### src/rtl/axis_flight_if.sv
// Command and mux-select bundle between the flight controller and the axis sequencer.
// The sequencer is the slave: it consumes commands and drives the registered selects.
interface axis_flight_if;
   logic       cmd_valid;
   logic [2:0] cmd_op;
   logic       cmd_ready;
   logic       abort;
   logic [3:0] mode_sel;
   logic [3:0] pos_sel;
   logic       warp_active;
   logic       cmd_err;

   modport master (
      output cmd_valid, cmd_op, abort,
      input  cmd_ready, mode_sel, pos_sel, warp_active, cmd_err
   );

   modport slave (
      input  cmd_valid, cmd_op, abort,
      output cmd_ready, mode_sel, pos_sel, warp_active, cmd_err
   );
endinterface

### src/rtl/axis_flight_sequencer.sv
// Flight command sequencer producing registered one-hot velocity/position selects
// for the x/y/z position slices, including the charge/jump/cooldown warp sequence.
module axis_flight_sequencer #(
   parameter int unsigned CHARGE_CYCLES   = 8,
   parameter int unsigned COOLDOWN_CYCLES = 16
) (
   input  logic          clk,
   input  logic          rst_n,
   axis_flight_if.slave  flt
);
   typedef enum logic [2:0] {
      S_INIT, S_CRUISE, S_HOME, S_CHARGE, S_JUMP, S_COOLDOWN
   } state_e;

   localparam logic [2:0] OP_ATTACK  = 3'd1;
   localparam logic [2:0] OP_DEFENSE = 3'd2;
   localparam logic [2:0] OP_STEALTH = 3'd3;
   localparam logic [2:0] OP_STOP    = 3'd4;
   localparam logic [2:0] OP_WARP    = 3'd5;
   localparam logic [2:0] OP_HOME    = 3'd6;
   localparam logic [2:0] OP_ILLEGAL = 3'd7;

   localparam logic [3:0] MODE_ZERO    = 4'b0001;
   localparam logic [3:0] MODE_ATTACK  = 4'b0010;
   localparam logic [3:0] MODE_DEFENSE = 4'b0100;
   localparam logic [3:0] MODE_STEALTH = 4'b1000;
   localparam logic [3:0] POS_HOME     = 4'b0001;
   localparam logic [3:0] POS_INTEG    = 4'b0010;
   localparam logic [3:0] POS_JUMP     = 4'b0100;

   localparam logic [7:0] CHARGE_LOAD   = 8'(CHARGE_CYCLES - 1);
   localparam logic [7:0] COOLDOWN_LOAD = 8'(COOLDOWN_CYCLES - 1);

   state_e     state_q, state_d;
   logic [3:0] saved_q, saved_d;
   logic [7:0] charge_cnt_q, charge_cnt_d;
   logic [7:0] cool_cnt_q, cool_cnt_d;
   logic [3:0] mode_sel_q, mode_sel_d;
   logic [3:0] pos_sel_q, pos_sel_d;
   logic       ready_q, ready_d;
   logic       warp_q, warp_d;
   logic       err_q, err_d;

   logic       accept;
   logic       is_mode_op;
   logic [3:0] op_mode;

   // ready_q always mirrors the current state, so it doubles as the accept qualifier
   assign accept = flt.cmd_valid & ready_q;

   always_comb begin
      is_mode_op = 1'b1;
      op_mode    = MODE_ZERO;
      case (flt.cmd_op)
         OP_ATTACK:  op_mode = MODE_ATTACK;
         OP_DEFENSE: op_mode = MODE_DEFENSE;
         OP_STEALTH: op_mode = MODE_STEALTH;
         OP_STOP:    op_mode = MODE_ZERO;
         default:    is_mode_op = 1'b0;
      endcase
   end

   always_comb begin
      state_d      = state_q;
      saved_d      = saved_q;
      charge_cnt_d = charge_cnt_q;
      cool_cnt_d   = cool_cnt_q;
      err_d        = 1'b0;
      case (state_q)
         S_INIT: state_d = S_CRUISE;
         S_CRUISE: begin
            if (accept) begin
               if (is_mode_op) begin
                  saved_d = op_mode;
               end else if (flt.cmd_op == OP_WARP) begin
                  state_d      = S_CHARGE;
                  charge_cnt_d = CHARGE_LOAD;
               end else if (flt.cmd_op == OP_HOME) begin
                  state_d = S_HOME;
               end else if (flt.cmd_op == OP_ILLEGAL) begin
                  err_d = 1'b1;
               end
            end
         end
         S_HOME: state_d = S_CRUISE;
         S_CHARGE: begin
            if (flt.abort) begin
               state_d = S_CRUISE;
            end else if (charge_cnt_q == 8'd0) begin
               state_d = S_JUMP;
            end else begin
               charge_cnt_d = charge_cnt_q - 8'd1;
            end
         end
         S_JUMP: begin
            state_d    = S_COOLDOWN;
            cool_cnt_d = COOLDOWN_LOAD;
         end
         S_COOLDOWN: begin
            if (accept) begin
               if (is_mode_op) saved_d = op_mode;
               else if (flt.cmd_op != 3'd0) err_d = 1'b1;
            end
            if (cool_cnt_q == 8'd0) state_d = S_CRUISE;
            else cool_cnt_d = cool_cnt_q - 8'd1;
         end
         default: state_d = S_INIT;
      endcase

      // Selects are decoded from the next state and then registered
      mode_sel_d = saved_d;
      pos_sel_d  = POS_INTEG;
      ready_d    = 1'b0;
      warp_d     = 1'b0;
      case (state_d)
         S_INIT: begin
            mode_sel_d = MODE_ZERO;
            pos_sel_d  = POS_HOME;
         end
         S_CRUISE:   ready_d = 1'b1;
         S_HOME:     pos_sel_d = POS_HOME;
         S_CHARGE: begin
            mode_sel_d = MODE_ZERO;
            warp_d     = 1'b1;
         end
         S_JUMP: begin
            mode_sel_d = MODE_ZERO;
            pos_sel_d  = POS_JUMP;
            warp_d     = 1'b1;
         end
         S_COOLDOWN: ready_d = 1'b1;
         default: begin
            mode_sel_d = MODE_ZERO;
            pos_sel_d  = POS_HOME;
         end
      endcase
   end

   always_ff @(posedge clk or negedge rst_n) begin
      if (!rst_n) begin
         state_q      <= S_INIT;
         saved_q      <= MODE_ZERO;
         charge_cnt_q <= 8'd0;
         cool_cnt_q   <= 8'd0;
         mode_sel_q   <= MODE_ZERO;
         pos_sel_q    <= POS_HOME;
         ready_q      <= 1'b0;
         warp_q       <= 1'b0;
         err_q        <= 1'b0;
      end else begin
         state_q      <= state_d;
         saved_q      <= saved_d;
         charge_cnt_q <= charge_cnt_d;
         cool_cnt_q   <= cool_cnt_d;
         mode_sel_q   <= mode_sel_d;
         pos_sel_q    <= pos_sel_d;
         ready_q      <= ready_d;
         warp_q       <= warp_d;
         err_q        <= err_d;
      end
   end

   assign flt.mode_sel    = mode_sel_q;
   assign flt.pos_sel     = pos_sel_q;
   assign flt.cmd_ready   = ready_q;
   assign flt.warp_active = warp_q;
   assign flt.cmd_err     = err_q;
endmodule
### src/flat_wrapper.sv
// flat-port wrapper written by rule: the top's interface ports become plain ports
module axis_flight_sequencer_flat 
#(
   parameter int unsigned CHARGE_CYCLES   = 8,
   parameter int unsigned COOLDOWN_CYCLES = 16
)
  (clk, rst_n, flt_cmd_valid, flt_cmd_op, flt_abort, flt_cmd_ready, flt_mode_sel, flt_pos_sel, flt_warp_active, flt_cmd_err);
  axis_flight_if flt_i ();
  input  logic clk;
  input  logic rst_n;
  input wire logic [$bits(flt_i.cmd_valid)-1:0] flt_cmd_valid;
  input wire logic [$bits(flt_i.cmd_op)-1:0] flt_cmd_op;
  input wire logic [$bits(flt_i.abort)-1:0] flt_abort;
  output wire logic [$bits(flt_i.cmd_ready)-1:0] flt_cmd_ready;
  output wire logic [$bits(flt_i.mode_sel)-1:0] flt_mode_sel;
  output wire logic [$bits(flt_i.pos_sel)-1:0] flt_pos_sel;
  output wire logic [$bits(flt_i.warp_active)-1:0] flt_warp_active;
  output wire logic [$bits(flt_i.cmd_err)-1:0] flt_cmd_err;
  assign flt_i.cmd_valid = flt_cmd_valid;
  assign flt_i.cmd_op = flt_cmd_op;
  assign flt_i.abort = flt_abort;
  assign flt_cmd_ready = flt_i.cmd_ready;
  assign flt_mode_sel = flt_i.mode_sel;
  assign flt_pos_sel = flt_i.pos_sel;
  assign flt_warp_active = flt_i.warp_active;
  assign flt_cmd_err = flt_i.cmd_err;
  axis_flight_sequencer #(.CHARGE_CYCLES(CHARGE_CYCLES), .COOLDOWN_CYCLES(COOLDOWN_CYCLES)) u_core (.clk(clk), .rst_n(rst_n), .flt(flt_i));
endmodule
### config.mk
export PLATFORM = sky130hd
export DESIGN_NAME = axis_flight_sequencer_flat
export DESIGN_NICKNAME = d
export VERILOG_FILES = /design/src/rtl/axis_flight_if.sv /design/src/rtl/axis_flight_sequencer.sv /design/src/flat_wrapper.sv
export SDC_FILE = /design/constraint.sdc
export NUM_CORES = 1
export LEC_CHECK = 0
export BUFFER_PORTS_ARGS = -buffer_cell sky130_fd_sc_hd__buf_2
export CAP_MARGIN = 20
export CORE_MARGIN = 10
export CORE_UTILIZATION = 40
export CTS_BUF_LIST = sky130_fd_sc_hd__clkbuf_4
export CTS_CLUSTER_SIZE = 24
export DETAILED_ROUTE_END_ITERATION = 10
export GPL_TIMING_DRIVEN = 0
export PLACE_DENSITY = 0.57
export SLEW_MARGIN = 20
export SYNTH_ARGS = -nofsm -noshare
export SYNTH_HDL_FRONTEND = slang
export SYNTH_SLANG_ARGS = --single-unit
### constraint.sdc
create_clock -name clk -period 2.7 [get_ports clk]
set_input_delay 0.135 -clock clk [delete_from_list [all_inputs] [get_ports clk]]
set_output_delay 0.135 -clock clk [all_outputs]
set_load 0.02 [all_outputs]
# Word level (Yosys, flattened, before mapping)
# Index checks and enable logic that the tools add are counted.
[op_classes]
n_addsub = 2
multipliers = 0
div = 0
order_cmp = 0
eq_ne = 23
shifts = 0
n_mux = 34
bitwise_logic = 1
n_reduce_logical = 15
[ops]
columns = ["op", "n"]
rows = [
  ["$mux W8", 6],
  ["$pmux W8 S2", 2],
  ["$eq A3 B3 Y1 const B", 8],
  ["$mux W3", 7],
  ["$eq A3 B2 Y1 const B", 6],
  ["$logic_not A8 Y1", 2],
  ["$mux W4", 4],
  ["$sub A8 B1 Y8 const B", 2],
  ["$pmux W3 S5", 1],
  ["$pmux W4 S3", 1],
  ["$mux W1", 11],
  ["$eq A3 B1 Y1 const B", 3],
  ["$ne A2 B2 Y1 const B", 4],
  ["$reduce_or A2 Y1", 4],
  ["$pmux W3 S2", 1],
  ["$reduce_and A6 Y1", 1],
  ["$reduce_or A3 Y1", 2],
  ["$ne A2 B1 Y1 const B", 2],
  ["$reduce_bool A2 Y1", 2],
  ["$reduce_or A4 Y1", 1],
  ["$logic_not A3 Y1", 1],
  ["$reduce_bool A3 Y1", 1],
  ["$pmux W1 S2", 1],
  ["$reduce_and A2 Y1", 1],
  ["$and A1 B1 Y1", 1],
]
[word_totals]
reg_bits = 33
latch_bits = 0
ram_bits = 0
mem_bits_ro = 0
in_bits = 7
out_inout_bits = 11
elab_cells = 84
n_memories = 0

# Longest topological paths before layout
# Gate-level depths: netlist of the first run.
[depth]
depth_word = 9
ltp_mapped = 8
mapped_depth_nobuf = 7

# Worst setup path after synthesis of the first run
# Ideal clock, no wire load.
[synth_path]
path_kind = "register -> register"
start = "register u_core.cool_cnt_q[3] (netlist name)"
end = "register u_core.charge_cnt_q[4]"
arrival_ps = 2108
path_slack_ps = 469
stages_incl_launch_ff = 6
path_buffers = 0
cell_sequence = "dfrtp_1 -> or4_4 -> o41ai_4 -> nand3_2 -> or4_1 -> mux2i_1"
[synth_rtl]
columns = ["item", "line", "source"]
rows = [
  ["end signal: assignment", "axis_flight_sequencer.sv:153", "charge_cnt_q <= charge_cnt_d;"],
  ["end: declaration", "axis_flight_sequencer.sv:36", "logic [7:0] charge_cnt_q, charge_cnt_d;"],
]

==> metrics.md, run 1 <==
| Metric | Value |
|---|---|
| Normalized max-slew margin | 0.5117 |
| FFs w/ async S/R, synth | 1.000 |
| Achievable Freq | 406.5 MHz |
| Largest net degree at the start of global routing | 34 |
| Layout cells sized above 1 | 0.1892 |
| Post-synthesis adder-cell area fraction | 0.01547 |
| Via count | 1255 |
| Overall Power | 1.298 mW |
| TritonRoute pass-1 iters | 4 |
| Setup tns final | 0 ns |
| Synth top area cells | dfrtp_1 (46%), dfstp_2 (4.9%), nand2_1 (3.2%) |
| XOR/XNOR Fraction of Synth Area | 0.03790 |
| Final setup fails | 0 |
| Root buffer cell | clkbuf_4 |
| Unrepaired setup endpoints after global routing | no |
| CTS tree | done |
| Synth cell types | 40 |
| Crit Path Category | reg -> reg |
| Mux cell area share after synthesis | 0.006187 |
| Global-route wire length before repair | 5.865 mm |
| Skew final | 0.01306 ns |
| Period utilization | 0.9111 |
| Post-place setup slack | 0.1467 ns |
| Leak Pwr | 0.8613 nW |
| Worst path max stage delay | 0.59 ns |
| Status | finished, final reports clean |
| Syn Nets | 172 |
| Largest family of logic cells by synthesized area | simple AND/OR/NAND/NOR gates |
| Post-placement cell count | 226 |
| Final Slew Violations | 0 |
| DR iter-0 viols | 75 |
| Syn Inst Count | 163 |
| Fin crit period | 2.460 ns |
| Worst Path Buf+Inv | 0 |
| Die Wd | 83.60 um |
| Crit start category | flip-flop |
| Number of global-route vias before repair | 1283 |
| Mapped cell area | 1618 um2 |
| Post-synth top area share | 0.4640 |
| Avg Cell Area, Syn | 9.925 um2 |
| Worst slew pin tran | 0.7325 ns |
| Clock sink count | 33 |
| Hold Fails Final Rpt | 0 |
| Max-capacitance violation count | 0 |
| CP delay by family, top | simple AND/OR/NAND/NOR gates |
| WL/cell | 14.28 um |
| Critical Path AT | 2.68 ns |
| Crit path max fanout | 8 |
| Die Ht | 83.60 um |
| Final setup margin | 0.2400 ns |
| Nets | 193 |
| Complex-gate fraction of the synthesized area | 0.1361 |
| Register bit total from synthesis | 33 |
| Gr usage total | 0.09952 |
| IO Pins | 18 |
| Setup bufs post-CTS | 0 |
| Commonest non-fill, non-tap cells in the layout | dfrtp_1 (30), buf_2 (15), nand2_1 (14) |
| Power per Cell Area | 711.3 nW/um2 |
| GRT Residual Overflow | 0 |
| Leading cell type in the layout, fill and taps excluded | dfrtp_1 |
| Post-DRT Antenna Nets | 0 |
| CP Cell Sequence | or4_4 -> o41ai_4 -> nand3_2 -> or4_1 -> mux2i_1 |
| Routability congestion estimate from global placement | 0.7722 |
| Die area | 6988 um2 |
| Clock Latency Late Sink | 0.33 ns |
| Crit. End Element | flip-flop |
| Top FF cell, synth | dfrtp_1 |
| Worst-path clk slew | 0.10 ns |
| CP required | 2.92 ns |
| Hold WC Path Type | in -> reg |
| YS warnings | 0 |
| P&R area growth vs syn | 12.76% |
| # diodes | 0 |
| Initial Util | 0.4103 |
| Slowest CP cell | or4_4 |
| Vias/cell | 5.340 |
| Worst VDD drop | 0.3573 mV |
| Post-DP HPWL | 2.416 mm |
| Initial antenna violation count | 0 |
| Routed WL | 3.356 mm |
| Remaining DRCs | 0 |
| Post-synth EDFFs | 0 |
| Count of input and output buffers | 13 |
| Leading area contributor after synthesis | dfrtp_1 |
| Non-Filler Instances | 235 |
| Num CTS Buffers | 5 |
| Core Area | 3943 um2 |
| H-tree levels | 2 |
| Rows | 23 |
| Post-synthesis simple-gate area fraction | 0.2483 |
| Clk buf depth | 2 |
| Register area share after synthesis | 0.5128 |
## cells in the mapped netlist (all sizes together) (2+ instances only)
cell type  count
and2           3
nor4           3
or3            4
nor3           5
ha             2
xnor2          5
o41ai          2
and3           3
a31oi          2
clkbuf         4
nor2b          4
buf            3
xor2           2
or4            8
dfstp          3
o21ai          8
inv            9
dfrtp         30
nor2          11
nand2b         5
or2            3
nand2         14
a21oi          9
nand3          4
o31ai          7
## tightest hold or removal path: stages
cell and delay (ns):
buf_2 0.09, nor4bb_1 0.06, nand2_1 0.10, inv_1 0.04
## area by class of cell
type	count	area, um2
Buffer	7	32.53
Clock buffer	7	52.55
Clock inverter	1	3.754
Fill cell	362	2118
Inverter	9	33.78
Multi-Input combinational cell	114	734.5
Sequential cell	33	829.5
Tap cell	50	62.56
Timing Repair Buffer	14	75.07
## routing by layer
layer	GRT usage	part of all wire	up-vias
li1	-	-	621
met1	0.1054	0.43	605
met2	0.1679	0.51	25
met3	0.03418	0.048	4
met4	0.05632	0.013	0
met5	0	0	-
## per-stage QoR
| stage | utilization | area, um2 | hold slack, ns |
|---|---|---|---|
| after CTS | 0.4595 | 1812 | 0.1166 |
| after global routing | 0.4627 | 1824 | 0.1419 |
| after floorplan | - | 1618 | -0.1606 |
| after detailed placement | 0.4427 | 1745 | 0.2429 |
| after global placement | 0.4427 | 1745 | 0.2256 |
| final | 0.4627 | 1824 | 0.1410 |
## final timing paths
path	startpoint	end	slack, ns	cells past startpoint
setup / recovery	u_core.cool_cnt_q[3]	u_core.charge_cnt_q[4]	0.24	5
hold / removal	flt_abort	u_core.flt.pos_sel[2]	0.14	4
setup reg to reg	u_core.cool_cnt_q[3]	u_core.charge_cnt_q[4]	0.24	5
hold reg to reg	u_core.saved_q[3]	u_core.saved_q[3]	0.52	2
max in group asynchronous	rst_n	u_core.charge_cnt_q[1]	1.83	2
min in group asynchronous	rst_n	u_core.cool_cnt_q[7]	0.39	2
## cell families after synthesis
| logic type | after synthesis |
|---|---|
| muxes | 1 |
| DFF | 33 |
| buffers and inverters | 16 |
| xor gates and xnor gates | 7 |
| adders and majority gates | 2 |
| AOI/OAI and AO/OA | 32 |
| other | 1 |
| and+or+nand+nor | 71 |
## sequential cells by signal, summed over array words and instances, names as in the netlist
name / count
u_core.flt.cmd_err: 1
u_core.flt.pos_sel: 3
u_core.flt.cmd_ready: 1
u_core.flt.warp_active: 1
u_core.saved_q: 4
u_core.flt.mode_sel: 4
u_core.charge_cnt_q: 8
u_core.cool_cnt_q: 8
u_core.state_q: 3
## power by group
part           total (mW)  switching, mW  internal, mW
logic               0.353          0.216         0.137
clock network       0.279          0.159         0.120
registers           0.666         0.0690         0.597
total                1.30          0.444         0.854
## timing repair
action,in CTS,in global routing
hold buffers,1,0
endpoints found under the hold margin,30,0
resized for setup,0,2
endpoints found under the setup margin,0,4
Power figures use the tool's default switching activity.
==> run 2: changes to the inputs <==
--- a/config.mk
+++ b/config.mk
@@ -9,7 +9,6 @@
 export CAP_MARGIN = 20
 export CORE_MARGIN = 10
 export CORE_UTILIZATION = 40
-export CTS_BUF_LIST = sky130_fd_sc_hd__clkbuf_4
 export CTS_CLUSTER_SIZE = 24
 export DETAILED_ROUTE_END_ITERATION = 10
 export GPL_TIMING_DRIVEN = 0
==> metrics.md, run 2 (synthesis gave the netlist of run 1 again) <==
| Metric | Value |
|---|---|
| Root buffer cell | clkbuf_8 |
| Post-place setup slack | 0.1467 ns |
| CP Cell Sequence | or4_4 -> o41ai_4 -> nand3_2 -> or4_1 -> mux2i_1 |
| Normalized max-slew margin | 0.5126 |
| Via count | 1256 |
| Crit path max fanout | 8 |
| Worst slew pin tran | 0.7311 ns |
| Rows | 23 |
| Nets | 193 |
| Achievable Freq | 407.7 MHz |
| Post-DP HPWL | 2.416 mm |
| Worst Path Buf+Inv | 0 |
| CTS tree | done |
| CP required | 2.87 ns |
| Post-placement cell count | 226 |
| DR iter-0 viols | 99 |
| Worst-path clk slew | 0.07 ns |
| Number of global-route vias before repair | 1283 |
| Status | finished, final reports clean |
| Leading cell type in the layout, fill and taps excluded | dfrtp_1 |
| Count of input and output buffers | 13 |
| Routed WL | 3.357 mm |
| Die Wd | 83.60 um |
| Worst path max stage delay | 0.59 ns |
| Setup tns final | 0 ns |
| Core Area | 3943 um2 |
| Crit start category | flip-flop |
| Clk buf depth | 2 |
| Clock sink count | 33 |
| Clock Latency Late Sink | 0.28 ns |
| H-tree levels | 2 |
| Fin crit period | 2.453 ns |
| Worst VDD drop | 0.3637 mV |
| Hold Fails Final Rpt | 0 |
| Overall Power | 1.399 mW |
| Crit Path Category | reg -> reg |
| Vias/cell | 5.345 |
| Skew final | 0.009013 ns |
| Max-capacitance violation count | 0 |
| Initial Util | 0.4103 |
| Routability congestion estimate from global placement | 0.7722 |
| Die Ht | 83.60 um |
| # diodes | 0 |
| Final setup margin | 0.2473 ns |
| Slowest CP cell | or4_4 |
| P&R area growth vs syn | 14.85% |
| Critical Path AT | 2.62 ns |
| Commonest non-fill, non-tap cells in the layout | dfrtp_1 (30), buf_2 (15), nand2_1 (14) |
| Post-DRT Antenna Nets | 0 |
| IO Pins | 18 |
| Leak Pwr | 0.8730 nW |
| Setup bufs post-CTS | 0 |
| Biggest regs | u_core.charge_cnt_q x8, u_core.cool_cnt_q x8 |
| GRT Residual Overflow | 0 |
| Hold WC Path Type | in -> reg |
| R2r setup slk | 0.25 ns |
| Number of fill cells in the layout | 359 |
| TritonRoute pass-1 iters | 4 |
| WL/cell | 14.29 um |
| Layout cells sized above 1 | 0.1838 |
| Crit. End Element | flip-flop |
| Power per Cell Area | 752.7 nW/um2 |
| Global-route wire length before repair | 5.871 mm |
| Unrepaired setup endpoints after global routing | no |
| Non-Filler Instances | 235 |
| Initial antenna violation count | 0 |
| Final Slew Violations | 0 |
| Fin util | 0.4713 |
| Period utilization | 0.9084 |
| Num CTS Buffers | 5 |
| Final setup fails | 0 |
| Remaining DRCs | 0 |
| CP delay by family, top | simple AND/OR/NAND/NOR gates |
| Largest net degree at the start of global routing | 34 |
| Die area | 6988 um2 |
| Gr usage total | 0.1003 |
[run 2: power breakdown]
part | leakage [nW] | switching (mW) | internal, mW | total, mW
Combinational | 0.407 | 0.216 | 0.137 | 0.353
Clock | 0.0455 | 0.172 | 0.208 | 0.380
Sequential | 0.420 | 0.0681 | 0.598 | 0.666
[run 2: tightest hold or removal path: cells and delay by family]
family | cells | cell delay [ns]
buffers and inverters | 2 | 0.13
and+or+nand+nor | 2 | 0.16
[run 2: path summary, 6_finish.rpt]
kind,end,cells past startpoint,start
worst max-delay path,u_core.charge_cnt_q[4],5,u_core.cool_cnt_q[3]
min in group asynchronous,u_core.cool_cnt_q[7],2,rst_n
max in group asynchronous,u_core.charge_cnt_q[1],2,rst_n
worst min register to register,u_core.saved_q[3],2,u_core.saved_q[3]
worst min-delay path,u_core.flt.pos_sel[2],4,flt_abort
worst max register to register,u_core.charge_cnt_q[4],5,u_core.cool_cnt_q[3]
[run 2: area by class of cell]
| cell class | count | area, um2 | share of cell area |
|---|---|---|---|
| plain buffers | 7 | 32.53 | 0.01751 |
| clock buffers | 8 | 90.09 | 0.04848 |
| inverters | 9 | 33.78 | 0.01818 |
| multi-input cells | 114 | 734.5 | 0.3953 |
| flip-flops and latches | 33 | 829.5 | 0.4465 |
| well taps | 50 | 62.56 | 0.03367 |
| repair buffers | 14 | 75.07 | 0.04040 |
[run 2: per-stage QoR]
step / area (um2) / hold WS, ns
2_1_floorplan: 1618 / -0.1606
3_3_place_gp: 1745 / 0.2256
3_5_place_dp: 1745 / 0.2429
4_1_cts: 1846 / 0.1684
5_1_grt: 1858 / 0.2043
6_report: 1858 / 0.1859
[run 2: routing by layer]
metal,routed length [um],track usage,up-vias
met3,188,0.04004,6
met1,1428,0.1042,597
met2,1674,0.1700,31
met4,65,0.05175,0
li1,-,-,622
met5,0,0,-
[run 2: timing repair]
action,CTS,global route
gates resized for setup,0,2
endpoints found under the setup margin,0,4
hold buffers,1,0
hold endpoints to repair,30,0
==> run 3: changes to the inputs <==
--- a/config.mk
+++ b/config.mk
@@ -8,11 +8,11 @@
 export BUFFER_PORTS_ARGS = -buffer_cell sky130_fd_sc_hd__buf_2
 export CAP_MARGIN = 20
 export CORE_MARGIN = 10
-export CORE_UTILIZATION = 40
+export CORE_UTILIZATION = 35
 export CTS_CLUSTER_SIZE = 24
 export DETAILED_ROUTE_END_ITERATION = 10
 export GPL_TIMING_DRIVEN = 0
-export PLACE_DENSITY = 0.57
+export PLACE_DENSITY = 0.51
 export SLEW_MARGIN = 20
 export SYNTH_ARGS = -nofsm -noshare
 export SYNTH_HDL_FRONTEND = slang
==> metrics.md, run 3 (synthesis gave the netlist of run 1 again) <==
| Metric | Value |
|---|---|
| Status | finished, final reports clean |
| Post-placement cell count | 228 |
| Worst VDD drop | 0.3128 mV |
| Clock Latency Late Sink | 0.28 ns |
| Period utilization | 0.9007 |
| Initial Util | 0.3665 |
| H-tree levels | 2 |
| Post-DRT Antenna Nets | 0 |
| Hold Crit Start | flt_abort |
| Crit path max fanout | 8 |
| Commonest non-fill, non-tap cells in the layout | dfrtp_1 (30), buf_2 (15), nand2_1 (14) |
| Root buffer cell | clkbuf_8 |
| Crit. End Element | flip-flop |
| Count of input and output buffers | 13 |
| Remaining DRCs | 0 |
| Via count | 1245 |
| Switch share | 0.3218 |
| Multi-input gate area | 734.5 um2 |
| Non-Filler Instances | 237 |
| TritonRoute pass-1 iters | 4 |
| Unrepaired setup endpoints after global routing | no |
| Final Slew Violations | 0 |
| Routed WL | 3.371 mm |
| Crit. Startpoint | u_core.cool_cnt_q[3] |
| Fin util | 0.4240 |
| Achievable Freq | 411.2 MHz |
| CTS tree | done |
| Normalized max-slew margin | 0.5144 |
| Die Wd | 87.99 um |
| Worst reg2reg path startpoint | u_core.cool_cnt_q[3] |
| Leak Pwr | 0.8818 nW |
| Area after DPL | 1748 um2 |
| Nets | 193 |
| Layout cells sized above 1 | 0.1946 |
| Global-route wire length before repair | 5.740 mm |
| Die area | 7741 um2 |
| Critical Path AT | 2.60 ns |
| Gr usage total | 0.09476 |
| Skew final | 0.006664 ns |
| Hold Fails Final Rpt | 0 |
| Number of global-route vias before repair | 1213 |
| Sequential power share | 0.466 |
| Initial antenna violation count | 0 |
| Rows | 24 |
| P&R area growth vs syn | 15.70% |
| Routability congestion estimate from global placement | 0.7772 |
| Setup tns final | 0 ns |
| Leading cell type in the layout, fill and taps excluded | dfrtp_1 |
| Setup bufs post-CTS | 0 |
| Biggest regs | u_core.charge_cnt_q x8, u_core.cool_cnt_q x8 |
| GRT Residual Overflow | 0 |
| Vias/cell | 5.253 |
| Seq. cell area | 829.5 um2 |
| Finished Cell Area | 1872 um2 |
| Largest net degree at the start of global routing | 34 |
| Core Area | 4414 um2 |
| # diodes | 0 |
| Psw | 0.4578 mW |
| Hold Path Stages | 4 |
| Die Ht | 87.99 um |
| WL/cell | 14.22 um |
| Post-DP HPWL | 2.419 mm |
| CP required | 2.87 ns |
| Clock power share | 0.288 |
| Internal | 0.9650 mW |
| Final setup fails | 0 |
| Clock sink count | 33 |
| Num CTS Buffers | 5 |
| IO Pins | 18 |
| Register-to-Register Path Depth | 5 |
| Crit start category | flip-flop |
| DR iter-0 viols | 42 |
| Combinational power share | 0.247 |
| Fin crit period | 2.432 ns |
| Worst slew pin tran | 0.7283 ns |
| Hold WC Path Type | in -> reg |
| Worst-path clk slew | 0.07 ns |
| Power per Cell Area | 760.1 nW/um2 |
| Max-capacitance violation count | 0 |
| Clk buf depth | 2 |
| R2r setup slk | 0.27 ns |
| Crit Path Category | reg -> reg |
| Number of fill cells in the layout | 434 |
==> run 3: changes by cell type in the layout (fill, tap and decap cells not counted) <==
cell,delta
clkbuf_1,-2
clkinv_2,+1
clkbuf_8,+1
==> run 3: layer usage <==
metal  vias up  GRT usage  wire (um)
met5         -          0          0
li1        620          -          -
met1       604     0.1102       1545
met2        17     0.1508       1646
met3         4    0.03900        149
met4         0    0.03913         29
==> run 3: worst max-delay path: stages, from the launching register on <==
cell and delay (ns):
dfrtp_1 0.42, or4_4 0.59, o41ai_4 0.54, nand3_2 0.18, or4_1 0.45, mux2i_1 0.14
==> run 3: final timing paths <==
check / end
setup / recovery: u_core.charge_cnt_q[4]
hold / removal: u_core.flt.pos_sel[2]
setup reg to reg: u_core.charge_cnt_q[4]
hold reg to reg: u_core.charge_cnt_q[0]
max in group asynchronous: u_core.charge_cnt_q[6]
min in group asynchronous: u_core.cool_cnt_q[2]
==> run 3: repair_timing <==
action,in CTS,in global routing
setup endpoints to repair,0,4
resized for setup,0,2
hold buffers,1,0
endpoints found under the hold margin,30,0
==> run 3: stage by stage <==
step	hold WS [ns]	total power, mW	setup slack [ns]
6_report	0.1936	1.423	0.2682
5_1_grt	0.2130	1.539	0.1256
4_1_cts	0.1753	1.444	0.1188
3_3_place_gp	0.2299	1.007	0.1439
2_1_floorplan	-0.1606	0.9184	0.4692
3_5_place_dp	0.2450	1.021	0.1511
==> run 3: layout make-up <==
class                      count  share of cell area
sequential                    33              0.4432
multi-input combinational    114              0.3924
clock buffer                   7             0.05147
timing repair buffer          14             0.04011
tap                           52             0.03476
inverter                       9             0.01805
buffer                         7             0.01738
clock inverter                 1            0.002674
==> run 3: power by group through the flow <==
stage | Clock (mW) | Combinational [mW] | Sequential [mW]
6_report | 0.409 | 0.351 | 0.663
5_1_grt | 0.454 | 0.405 | 0.681
4_1_cts | 0.429 | 0.353 | 0.662
3_5_place_dp | 0 | 0.349 | 0.672
3_3_place_gp | 0 | 0.341 | 0.666
2_1_floorplan | 0 | 0.234 | 0.685
